==> src/rtl/buffer_stream_ctrl.sv <==
// buffer_stream_ctrl
// Sequencer in front of the single-port Buffer RAM. Each start fills
// LENGTH_SIZE words from a valid/ready input stream into the Buffer, then
// drains them in address order to a valid/ready output stream. One done
// pulse follows the last drained word.
//
// Optional feature macro: BUFFER_CTRL_REPLAY_EN
//   When defined, adds the replay input. Holding replay high in the DONE
//   cycle re-drains the stored vector without refilling, so one set of
//   weights can serve several windows.
//
// Ports
//   clk, rst      rising-edge clock, asynchronous active-high reset
//   start         begin a fill; only looked at in IDLE
//   replay        (BUFFER_CTRL_REPLAY_EN only) re-drain from DONE
//   in_valid/in_ready/in_data     input stream
//   buf_wr/buf_adr/buf_din        Buffer write enable, address, write data
//   buf_dout                      Buffer combinational read data
//   out_valid/out_ready/out_data  output stream (out_data = buf_dout)
//   busy          high while filling or draining
//   done          one-cycle pulse after the last word is drained
module buffer_stream_ctrl #(
    parameter int WORD_SIZE   = 32,
    parameter int LENGTH_SIZE = 10,
    // Bit count of LENGTH_SIZE (10 -> 4, 1 -> 1), matching the Buffer.
    localparam int ADR_SIZE   = $clog2(LENGTH_SIZE + 1)
) (
    input  logic                 clk,
    input  logic                 rst,
    input  logic                 start,
`ifdef BUFFER_CTRL_REPLAY_EN
    input  logic                 replay,
`endif
    input  logic                 in_valid,
    output logic                 in_ready,
    input  logic [WORD_SIZE-1:0] in_data,
    output logic                 buf_wr,
    output logic [ADR_SIZE-1:0]  buf_adr,
    output logic [WORD_SIZE-1:0] buf_din,
    input  logic [WORD_SIZE-1:0] buf_dout,
    output logic                 out_valid,
    input  logic                 out_ready,
    output logic [WORD_SIZE-1:0] out_data,
    output logic                 busy,
    output logic                 done
);

    typedef enum logic [1:0] {
        IDLE  = 2'd0,
        FILL  = 2'd1,
        DRAIN = 2'd2,
        DONE  = 2'd3
    } state_t;

    localparam logic [ADR_SIZE-1:0] LAST = ADR_SIZE'(LENGTH_SIZE - 1);

    state_t              state, state_nxt;
    logic [ADR_SIZE-1:0] ptr, ptr_nxt;

    // The same pointer addresses the Buffer for both filling and draining.
    assign buf_adr  = ptr;
    assign buf_din  = in_data;
    assign out_data = buf_dout;

    always_ff @(posedge clk or posedge rst) begin
        if (rst) begin
            state <= IDLE;
            ptr   <= '0;
        end else begin
            state <= state_nxt;
            ptr   <= ptr_nxt;
        end
    end

    always_comb begin
        state_nxt = state;
        ptr_nxt   = ptr;
        in_ready  = 1'b0;
        buf_wr    = 1'b0;
        out_valid = 1'b0;
        busy      = 1'b0;
        done      = 1'b0;
        case (state)
            IDLE: begin
                if (start) begin
                    state_nxt = FILL;
                    ptr_nxt   = '0;
                end
            end
            FILL: begin
                busy     = 1'b1;
                in_ready = 1'b1;
                // in_ready is constant here, so every valid word is written.
                buf_wr   = in_valid;
                if (in_valid) begin
                    if (ptr == LAST) begin
                        ptr_nxt   = '0;
                        state_nxt = DRAIN;
                    end else begin
                        ptr_nxt = ptr + 1'b1;
                    end
                end
            end
            DRAIN: begin
                busy      = 1'b1;
                out_valid = 1'b1;
                // A stall holds ptr, which keeps out_data stable.
                if (out_ready) begin
                    if (ptr == LAST) begin
                        ptr_nxt   = '0;
                        state_nxt = DONE;
                    end else begin
                        ptr_nxt = ptr + 1'b1;
                    end
                end
            end
            DONE: begin
                done      = 1'b1;
                state_nxt = IDLE;
`ifdef BUFFER_CTRL_REPLAY_EN
                if (replay) begin
                    state_nxt = DRAIN;
                    ptr_nxt   = '0;
                end
`endif
            end
            default: begin
                state_nxt = IDLE;
                ptr_nxt   = '0;
            end
        endcase
    end

endmodule
==> config.mk <==
export PLATFORM = sky130hd
export DESIGN_NAME = buffer_stream_ctrl
export DESIGN_NICKNAME = d
export VERILOG_FILES = /design/src/rtl/buffer_stream_ctrl.sv
export SDC_FILE = /design/constraint.sdc
export NUM_CORES = 1
export LEC_CHECK = 0
export CORE_UTILIZATION = 23
export CTS_BUF_LIST = sky130_fd_sc_hd__clkbuf_4 sky130_fd_sc_hd__clkbuf_8
export DETAILED_ROUTE_END_ITERATION = 16
export PLACE_DENSITY_LB_ADDON = 0.25
export SETUP_SLACK_MARGIN = 0.5
export SLEW_MARGIN = 20
export SYNTH_ARGS = -nofsm -noshare
export SYNTH_HDL_FRONTEND = slang
export SYNTH_SLANG_ARGS = --single-unit
==> constraint.sdc <==
create_clock -name clk -period 1.8 [get_ports clk]
set_clock_uncertainty 0.2 [all_clocks]
set_input_delay 0.36 -clock clk [delete_from_list [all_inputs] [get_ports clk]]
set_output_delay 0.36 -clock clk [all_outputs]
set_load 0.01 [all_outputs]
Word level (Yosys, flattened, before mapping) --
Index checks and enable logic that the tools add are counted.
Storage, ports and cells: logic and storage cells 33, output and inout port bits 73, bits of input ports 69, register bits 6
Operators by class: reductions and logical operators 5, $add $sub $neg 1, multiplexer cells 16, equal/unequal tests 9
Operators by type and width (number):
- $mux W4 | 4
- $pmux W4 S3 | 1
- $mux W2 | 5
- $ne A2 B2 Y1 const B | 5
- $pmux W2 S4 | 1
- $mux W1 | 5
- $reduce_and A5 Y1 | 1
- $add A4 B1 Y4 const B | 1
- $eq A2 B2 Y1 const B | 2
- $eq A4 B4 Y1 const B | 1
- $reduce_and A4 Y1 | 1
- $reduce_bool A3 Y1 | 1
- $eq A2 B1 Y1 const B | 1
- $logic_not A2 Y1 | 1
- $reduce_or A2 Y1 | 1

Depth between registers and ports, before layout --
Gate-level depths: netlist of the first run.
depth in word-level cells 4, depth in mapped cells 6, gate-level depth less buffers 6

Worst setup path before layout of the first run --
Ideal clock, no wire load.
path type reg-to-reg, start register state[1], end register ptr[2], in the netlist buf_adr[2], data required time 1.478 ns, buffers on the path 0, slack 0.055 ns, arrival 1.424 ns, clock period less this slack 1.745 ns, library setup time 0.122 ns, cell stages (with the launch flop) 7, cell sequence dfrtp_1 inv_1 ha_1 nor2b_4 nor4_4 o21ai_0 o2bb2ai_1
On the way: longest elaborated chain between the ends 3, elaborated cells on any way between the ends 9, those cells by class 5 x eq/ne; 1 x mux; 3 x reduce/logical
RTL lines:
- start: declaration | line 57 | state_t state, state_nxt;
- start signal: assignment | line 70 | state <= state_nxt;
- $eq A2 B2 Y1, or another cell as far along | line 83 | case (state)
- $ne A2 B2 Y1 (no source line) / $reduce_bool A3 Y1 (equally long branches)
- $reduce_and A4 Y1 (no source line)
- end signal: assignment | line 71 | ptr <= ptr_nxt;
- end: declaration | line 58 | logic [ADR_SIZE-1:0] ptr, ptr_nxt;
Several ways; a longest one is shown, not always the timed one. A chain may end at the register's enable or synchronous reset.

Worst setup path after layout of the first run --
start register state[1], end register ptr[0], in the netlist buf_adr[0]
Same word-level chain as after synthesis.

==> reports/metrics.yaml, run 1 <==
run_status:
  outcome: "complete, no violations"
cells_and_area:
  final_cells: 122
  num_antenna_cells: 0
  post-route-cell-area_sq_um: 895
  num-fill-cells: 420
  fin_util_pct: 23.9
  final-seq-area_sq_um: 151
  nNetsFinal: 152
  multi_input_area_sq_um: 362
  area_growth_pct: -2.05
  layout-drive-gt1-share_pct: 66.2
detailed_routing:
  num_vias: 491
  first_pass_iters: 3
  drcViolationCount: 0
  routed_via_density: 4.02
  wl_per_cell_um: 13.3
  wl_mm: 1.63
  ant_nets: 0
  first_iter_violations: 8
min_path:
  hold_path.class: "in -> async"
power_and_ir_drop:
  p_leak_uw: 0.000401
  switchingPower_uw: 663
  internal_power_uw: 1060
  power-per-cell-area_nw_per_um2: 1930
  pwr-share-comb_pct: 73.6
  power.share.switching_pct: 38.4
  seqPwrFrac_pct: 14.8
  ir_worst_vdd_v: 0.000592
  pwr-share-clk_pct: 11.6
yosys:
  synth_common_cells: "buf_4 (64), ha_1 (7), dfrtp_1 (6)"
  synth-simple-area-share_pct: 11.8
  yosysUniqueCellTypes: 21
  yosysWarnings: 0
  synth-adder-area-share_pct: 9.59
  synth_seq_cells: 6
  netlist.area_leader.share_pct: 52.6
  synth_cells: 105
  synth_compound_area_share_pct: 5.34
  synth_edf_count: 0
  yosysMostFrequentCell: "buf_4"
  synth_top_area_cell: "buf_4"
  ys_seq_area_share_pct: 16.4
  synth-xor-area-share_pct: 0
  syn-cell-area_sq_um: 913
  avgSynthCellArea_sq_um: 8.70
  synth.area.mux_share_pct: 2.19
  synth.area.top_cells: "buf_4 (53%), dfrtp_1 (16%), ha_1 (9.6%), nor4_4 (2.3%), mux2i_1 (2.2%)"
  synth_ff_type: "dfrtp_1"
  synth_top_family_by_area: "buffers and inverters"
  syn_nets: 181
  async_flop_share_pct: 100
floorplanning:
  initial_core_util_pct: 24.4
  die_y_um: 65.0
  num_rows: 22
  die_area_sq_um: 4230
  core_area_sq_um: 3740
  fp.dieW_um: 65.0
  io_pins: 142
worst_setup_path:
  cp.arrival_ns: 1.71
  cp_max_fo: 4
  critical_path.slowest_cell: "dfrtp_1"
  critical_path_required_ns: 1.74
  cp_cell_sequence: "inv_2, buf_6, ha_4, nor2b_4, nor4_4, nand3_2, mux2i_1"
  worst_setup_path_end_kind: "register"
  startpoint_type: "register"
  slowest_delay_ns: 0.36
  crit_type: "reg -> reg"
cts:
  cts_tree: "built"
  cts.sinks: 6
  path_clk_slew_ns: 0.04
  cts-root-buf: "clkbuf_8"
  clk_path_buf_depth: 2
  clk_latency_ns: 0.22
  numCtsBuffers: 3
  hold_buffers: 0
  htree_levels: 1
global_routing:
  grt_overflow: 0
  grt_pass1_vias: 476
  grt_start_max_net_pins: 7
  grt.total_usage_pct: 7.20
  grt_antenna_before_repair: 0
  grt_pass1_wl_mm: 2.28
place:
  routabilityCongestion: 0.694
  placed_cells_incl_taps: 110
  dpl-instance-area_sq_um: 713
  io_buffers: 13
  dp_hpwl_mm: 1.24
sta:
  final_hold_viol_count: 0
  fmax_mhz: 565
  rsz0062_at_grt: "true"
  relSlewSlack_pct: 77.1
  period_share_pct: 98.3
  tightestPinTransition_ns: 0.342
  finalSetupViolations: 0
  fin_crit_ns: 1.77
  drv_slew: 0
job:
  max-cap-violations: 0
## power groups by stage
stage                     clock [uW]  sequential (uW)  combinational [uW]
after floorplan                    0              262                 667
after global placement             0              253                 959
after detailed placement           0              252                 960
after CTS                        204              250                1150
after global routing             214              266                1370
final                            200              256                1270
## per-stage QoR
stage	hold slack (ns)	total power, uW	setup slack (ns)	TNS (ns)
finish	0.162	1730	0.0297	0
global route	0.203	1850	-0.0581	-0.175
CTS	0.186	1600	0.0237	0
detailed placement	0.341	1210	-0.249	-1.00
global placement	0.325	1210	-0.242	-0.893
floorplan	-0.0490	929	0.205	0
## worst max-delay path: cells and delay by family (launching register included)
family	cells	cell delay, ns
AND/OR/NAND/NOR	3	0.63
flip-flops	1	0.36
buffers and inverters	2	0.19
multiplexers	1	0.16
adder cells (fa/ha/maj)	1	0.15
## logic make-up (layout without fill, tap and decap cells)
logic type	count (synthesis)	count (layout)
DFF	6	6
AOI/OAI and AO/OA	7	7
buffers and inverters	69	38
muxes	2	2
and+or+nand+nor	14	14
adders and majority gates	7	7
## placed cells by master, fill, tap and decap left out, types with 2 or more instances in the layout
master,instances
ha_1,2
clkdlybuf4s50_1,3
mux2i_1,2
inv_1,3
nor2b_4,3
dfrtp_1,5
buf_2,5
clkbuf_8,3
nand3_1,2
ha_4,4
buf_4,11
buf_6,10
## layout make-up
class	instances	share of cell area [%]
Clock buffer	3	4.62
Sequential cell	6	16.9
Timing Repair Buffer	30	29.0
Inverter	5	2.38
Multi-Input combinational cell	30	40.4
Tap cell	48	6.71
## flip-flops by register name, indices dropped and copies added, names as in the netlist
signal,count
buf_adr,4
state,2
## repair_timing
action / in CTS / in global routing
resized for setup: 50 / 13
setup endpoints to repair: 15 / 15
setup buffers: 6 / 3
pin swaps: 6 / 4
hold endpoints to repair: 0 / 0
## routing by layer
layer  track usage, %  share of wire, %
met5                0                 0
met4             6.25               2.8
met1             7.61                38
met2             9.38                42
met3             5.11                17
## final timing paths
| kind | start | endpoint | slack, ns | depth (start not counted) |
|---|---|---|---|---|
| min reg2reg | buf_adr[3] | buf_adr[3] | 0.34 | 1 |
| min in group clk | buf_adr[3] | buf_adr[3] | 0.34 | 1 |
| max in group asynchronous | rst | state[0] | 1.02 | 2 |
| max reg2reg | state[1] | buf_adr[0] | 0.03 | 7 |
| max | state[1] | buf_adr[0] | 0.03 | 7 |
| min | rst | state[1] | 0.16 | 2 |
Power figures use the tool's default switching activity.
==> inputs of run 2 (changes only) <==
Settings changed: SETUP_SLACK_MARGIN 0.5 to unset.
==> reports/metrics.yaml, run 2 (synthesized netlist as in run 1, its figures left out) <==
floorplanning:
  core_area_sq_um: 3740
  num_rows: 22
  die_area_sq_um: 4230
  initial_core_util_pct: 24.4
  fp.dieW_um: 65.0
  die_y_um: 65.0
  io_pins: 142
sta:
  final_hold_viol_count: 0
  fin_crit_ns: 1.82
  worst_slack_ns: -0.0233
  rsz0062_at_grt: "true"
  period_share_pct: 101
  drv_slew: 0
  tightestPinTransition_ns: 0.312
  worst_hold_slack_ns: 0.164
  fmax_mhz: 548
  finalSetupTns_ns: -0.0618
  relSlewSlack_pct: 79.0
  finalSetupViolations: 4
power_and_ir_drop:
  ir_worst_vdd_v: 0.000680
  internal_power_uw: 961
  seqPwrFrac_pct: 16.2
  pwr-share-comb_pct: 70.8
  p_leak_uw: 0.000386
  power.share.switching_pct: 39.2
  switchingPower_uw: 620
  power-per-cell-area_nw_per_um2: 1860
  pwr-share-clk_pct: 12.9
  fin_total_pwr_uw: 1580
worst_setup_path:
  cp.arrival_ns: 1.72
  worst_setup_path_end_kind: "register"
  crit_type: "reg -> reg"
  startpoint_type: "register"
  r2r_slack_ns: -0.02
  cp_max_fo: 4
  critical_path_required_ns: 1.70
detailed_routing:
  ant_nets: 0
  first_iter_violations: 6
  first_pass_iters: 2
  drcViolationCount: 0
  routed_via_density: 4.01
  wl_per_cell_um: 13.1
  num_vias: 477
  wl_mm: 1.56
place:
  dp_slack_ns: -0.242
  routabilityCongestion: 0.688
  io_buffers: 13
  dp_hpwl_mm: 1.17
  placed_cells_incl_taps: 111
run_status:
  outcome: "finished, violations left"
  violations: "negative setup slack"
cts:
  clk_path_buf_depth: 2
  htree_levels: 1
  cts_tree: "built"
  cts-root-buf: "clkbuf_8"
  path_clk_slew_ns: 0.04
  numCtsBuffers: 3
  clk_latency_ns: 0.22
  cts.sinks: 6
  hold_buffers: 0
job:
  max-cap-violations: 0
cells_and_area:
  final_cells: 119
  final_cell_mix: "buf_4 (10), clkdlybuf4s50_1 (7), dfrtp_1 (6)"
  layout-drive-gt1-share_pct: 52.1
  final_common_cell: "buf_4"
  num_antenna_cells: 0
  largest_reg_flops: 4
  nNetsFinal: 149
  area_growth_pct: -6.85
global_routing:
  grt_start_max_net_pins: 7
  grt_pass1_wl_mm: 2.38
  grt_overflow: 0
  grt_pass1_vias: 478
  grt.total_usage_pct: 7.49
  grt_antenna_before_repair: 0
min_path:
  hold_path.class: "in -> async"
==> run 2: cell count changes in the layout (fill, tap and decap cells not counted), moves of 2 or more <==
cell             before  now
buf_6                10    5
buf_2                 5    1
clkdlybuf4s50_1       3    7
clkdlybuf4s15_2       0    2
ha_1                  2    4
ha_4                  4    2
==> run 2: final timing paths <==
check	start	endpoint	cells after the start
max in group asynchronous	rst	buf_adr[0]	2
worst min-delay path	rst	state[0]	2
min in group clk	buf_adr[3]	buf_adr[3]	1
worst max register to register	state[0]	buf_adr[0]	8
worst max-delay path	state[0]	buf_adr[0]	8
worst min register to register	buf_adr[3]	buf_adr[3]	1
==> run 2: worst max-delay path: stages, from the launching register on <==
cell     delay, ns
dfrtp_1       0.38
buf_6         0.12
inv_6         0.04
ha_4          0.13
nor2b_4       0.13
nor4_4        0.36
buf_4         0.19
buf_6         0.09
mux2i_1       0.06
==> run 2: layout make-up <==
type | count | area (sq um)
fillers | 429 | 2890
multi-input cells | 30 | 325
repair buffers | 27 | 250
flip-flops and latches | 6 | 150
well taps | 48 | 60.1
clock buffers | 3 | 41.3
inverters | 5 | 23.8
==> run 2: per-layer routing <==
| layer | GRT usage (%) | vias up | wire, um |
|---|---|---|---|
| met4 | 5.16 | 0 | 24 |
| met5 | 0 | - | 0 |
| met3 | 6.69 | 8 | 320 |
| li1 | - | 208 | - |
| met1 | 8.01 | 202 | 612 |
| met2 | 9.24 | 59 | 598 |
==> run 2: through the flow <==
step	util, %	instance area (sq um)
after floorplan	-	913
after global placement	18.4	691
after detailed placement	18.4	691
after CTS	20.5	766
after global routing	22.7	851
final	22.7	851
==> run 2: repair_timing <==
item / 4_1_cts / 5_1_grt
pin swaps: 4 / 5
setup endpoints to repair: 7 / 12
setup buffers: 2 / 3
gates resized for setup: 20 / 18
==> run 2: power groups by stage <==
stage               clock network, uW  registers (uW)  logic (uW)
floorplan                           0             257         599
global placement                    0             247         907
detailed placement                  0             247         915
CTS                               207             251         965
global route                      223             267        1230
finish                            204             257        1120
==> inputs of run 3 (changes only) <==
Settings changed: MAX_ROUTING_LAYER set to met4.
Clock period 1.8 ns to 2.03 ns, I/O delays scaled along.
==> reports/metrics.yaml, run 3 (synthesized netlist as in run 1, its figures left out) <==
worst_setup_path:
  critical_path_required_ns: 1.42
  reg2regPathDepth: 7
  crit_type: "reg -> out"
  crit_buf_inv: 2
  cp.arrival_ns: 1.34
  crit_path_end: "buf_wr"
  path_delay_family: "buffers and inverters"
  r2r-start: "state[0]"
  cp_max_fo: 5
  cp_cell_sequence: "buf_4, ha_4, and2_2, dlygate4sd2_1"
  worst_setup_path_end_kind: "output pin"
  rr_endpoint: "buf_adr[1]"
  r2r_slack_ns: 0.22
  slowest_delay_ns: 0.37
  cp.depth: 4
  startpoint: "state[0]"
  startpoint_type: "register"
  critical_path.slowest_cell: "dfrtp_1"
cells_and_area:
  final-seq-area_sq_um: 150
  area_growth_pct: -22.1
  num_antenna_cells: 0
  nNetsFinal: 140
  num-fill-cells: 427
  final_common_cell: "clkdlybuf4s50_1"
  layout-drive-gt1-share_pct: 24.2
  final_cell_mix: "clkdlybuf4s50_1 (8), ha_1 (6), dfrtp_1 (6)"
  largest_reg_flops: 4
  multi_input_area_sq_um: 277
job:
  max-cap-violations: 0
sta:
  tightestPinTransition_ns: 0.264
  fin_crit_ns: 1.94
  drv_slew: 0
  relSlewSlack_pct: 82.2
  finalSetupTns_ns: 0
  period_share_pct: 95.8
  worst_hold_slack_ns: 0.219
  fmax_mhz: 514
  finalSetupViolations: 0
  worst_slack_ns: 0.0857
  rsz0062_at_grt: "false"
  final_hold_viol_count: 0
detailed_routing:
  drcViolationCount: 0
  num_vias: 432
  first_iter_violations: 9
  ant_nets: 0
  routed_via_density: 3.93
  wl_mm: 1.48
  wl_per_cell_um: 13.4
  first_pass_iters: 4
min_path:
  hold_path.class: "in -> async"
power_and_ir_drop:
  fin_total_pwr_uw: 1140
  power-per-cell-area_nw_per_um2: 1600
  ir_worst_vdd_v: 0.000389
  p_leak_uw: 0.000332
cts:
  path_clk_slew_ns: 0.03
  numCtsBuffers: 3
  clk_path_buf_depth: 2
  htree_levels: 1
  cts-root-buf: "clkbuf_8"
  hold_buffers: 0
  cts_tree: "built"
  clk_latency_ns: 0.22
  cts.sinks: 6
place:
  dp_slack_ns: -0.109
  routabilityCongestion: 0.706
  io_buffers: 13
  dp_hpwl_mm: 1.15
global_routing:
  grt_pass1_wl_mm: 2.35
  grt_antenna_before_repair: 0
  grt_pass1_vias: 475
  grt.total_usage_pct: 7.39
  grt_overflow: 0
  grt_start_max_net_pins: 7
floorplanning:
  initial_core_util_pct: 24.4
  num_rows: 22
  die_area_sq_um: 4230
  core_area_sq_um: 3740
  die_y_um: 65.0
  fp.dieW_um: 65.0
  io_pins: 142
run_status:
  outcome: "complete, no violations"
[run 3: cell count changes in the layout (fill, tap and decap cells not counted), moves of 2 or more]
cell,delta
buf_4,-5
buf_6,-5
dlygate4sd2_1,+3
clkdlybuf4s15_2,-2
ha_1,+2
o2bb2ai_1,+2
o2bb2ai_2,-2
[run 3: per-stage QoR]
step	instances	area, sq um	util, %
finish	110	712	19.0
global route	110	712	19.0
detailed placement	106	653	17.4
global placement	106	653	17.4
floorplan	105	913	-
CTS	110	709	19.0
[run 3: layout make-up]
cell class	count	area share, %
repair buffers	18	23.2
flip-flops and latches	6	21.1
well taps	48	8.44
multi-input cells	30	38.8
clock buffers	3	5.80
inverters	5	2.64
[run 3: timing repair]
item,CTS,global route
setup endpoints to repair,5,1
buffers inserted,1,0
pin swaps,0,0
gates resized for setup,7,1
[run 3: worst min path at each step]
| stage | to | depth (start not counted) | slack [ns] |
|---|---|---|---|
| finish | state[0] | 2 | 0.22 |
| global route | state[0] | 2 | 0.26 |
| CTS | buf_adr[2] | 2 | 0.24 |
| detailed placement | buf_adr[3] | 1 | 0.34 |
| global placement | buf_adr[3] | 1 | 0.33 |
| floorplan | buf_adr[0] | 1 | -0.003 |
[run 3: power breakdown]
part | switching (uW) | internal (uW) | leakage [uW]
logic | 365 | 380 | 0.000234
clock network | 47.4 | 127 | 0.0000216
registers | 47.8 | 172 | 0.0000767
[run 3: layer usage]
metal / share of wire (%) / vias to the layer above / track usage (%)
met5: 0 / - / -
met4: 0.68 / 0 / 5.16
met3: 21 / 6 / 5.99
met2: 40 / 58 / 9.38
met1: 39 / 184 / 7.50
li1: - / 184 / -
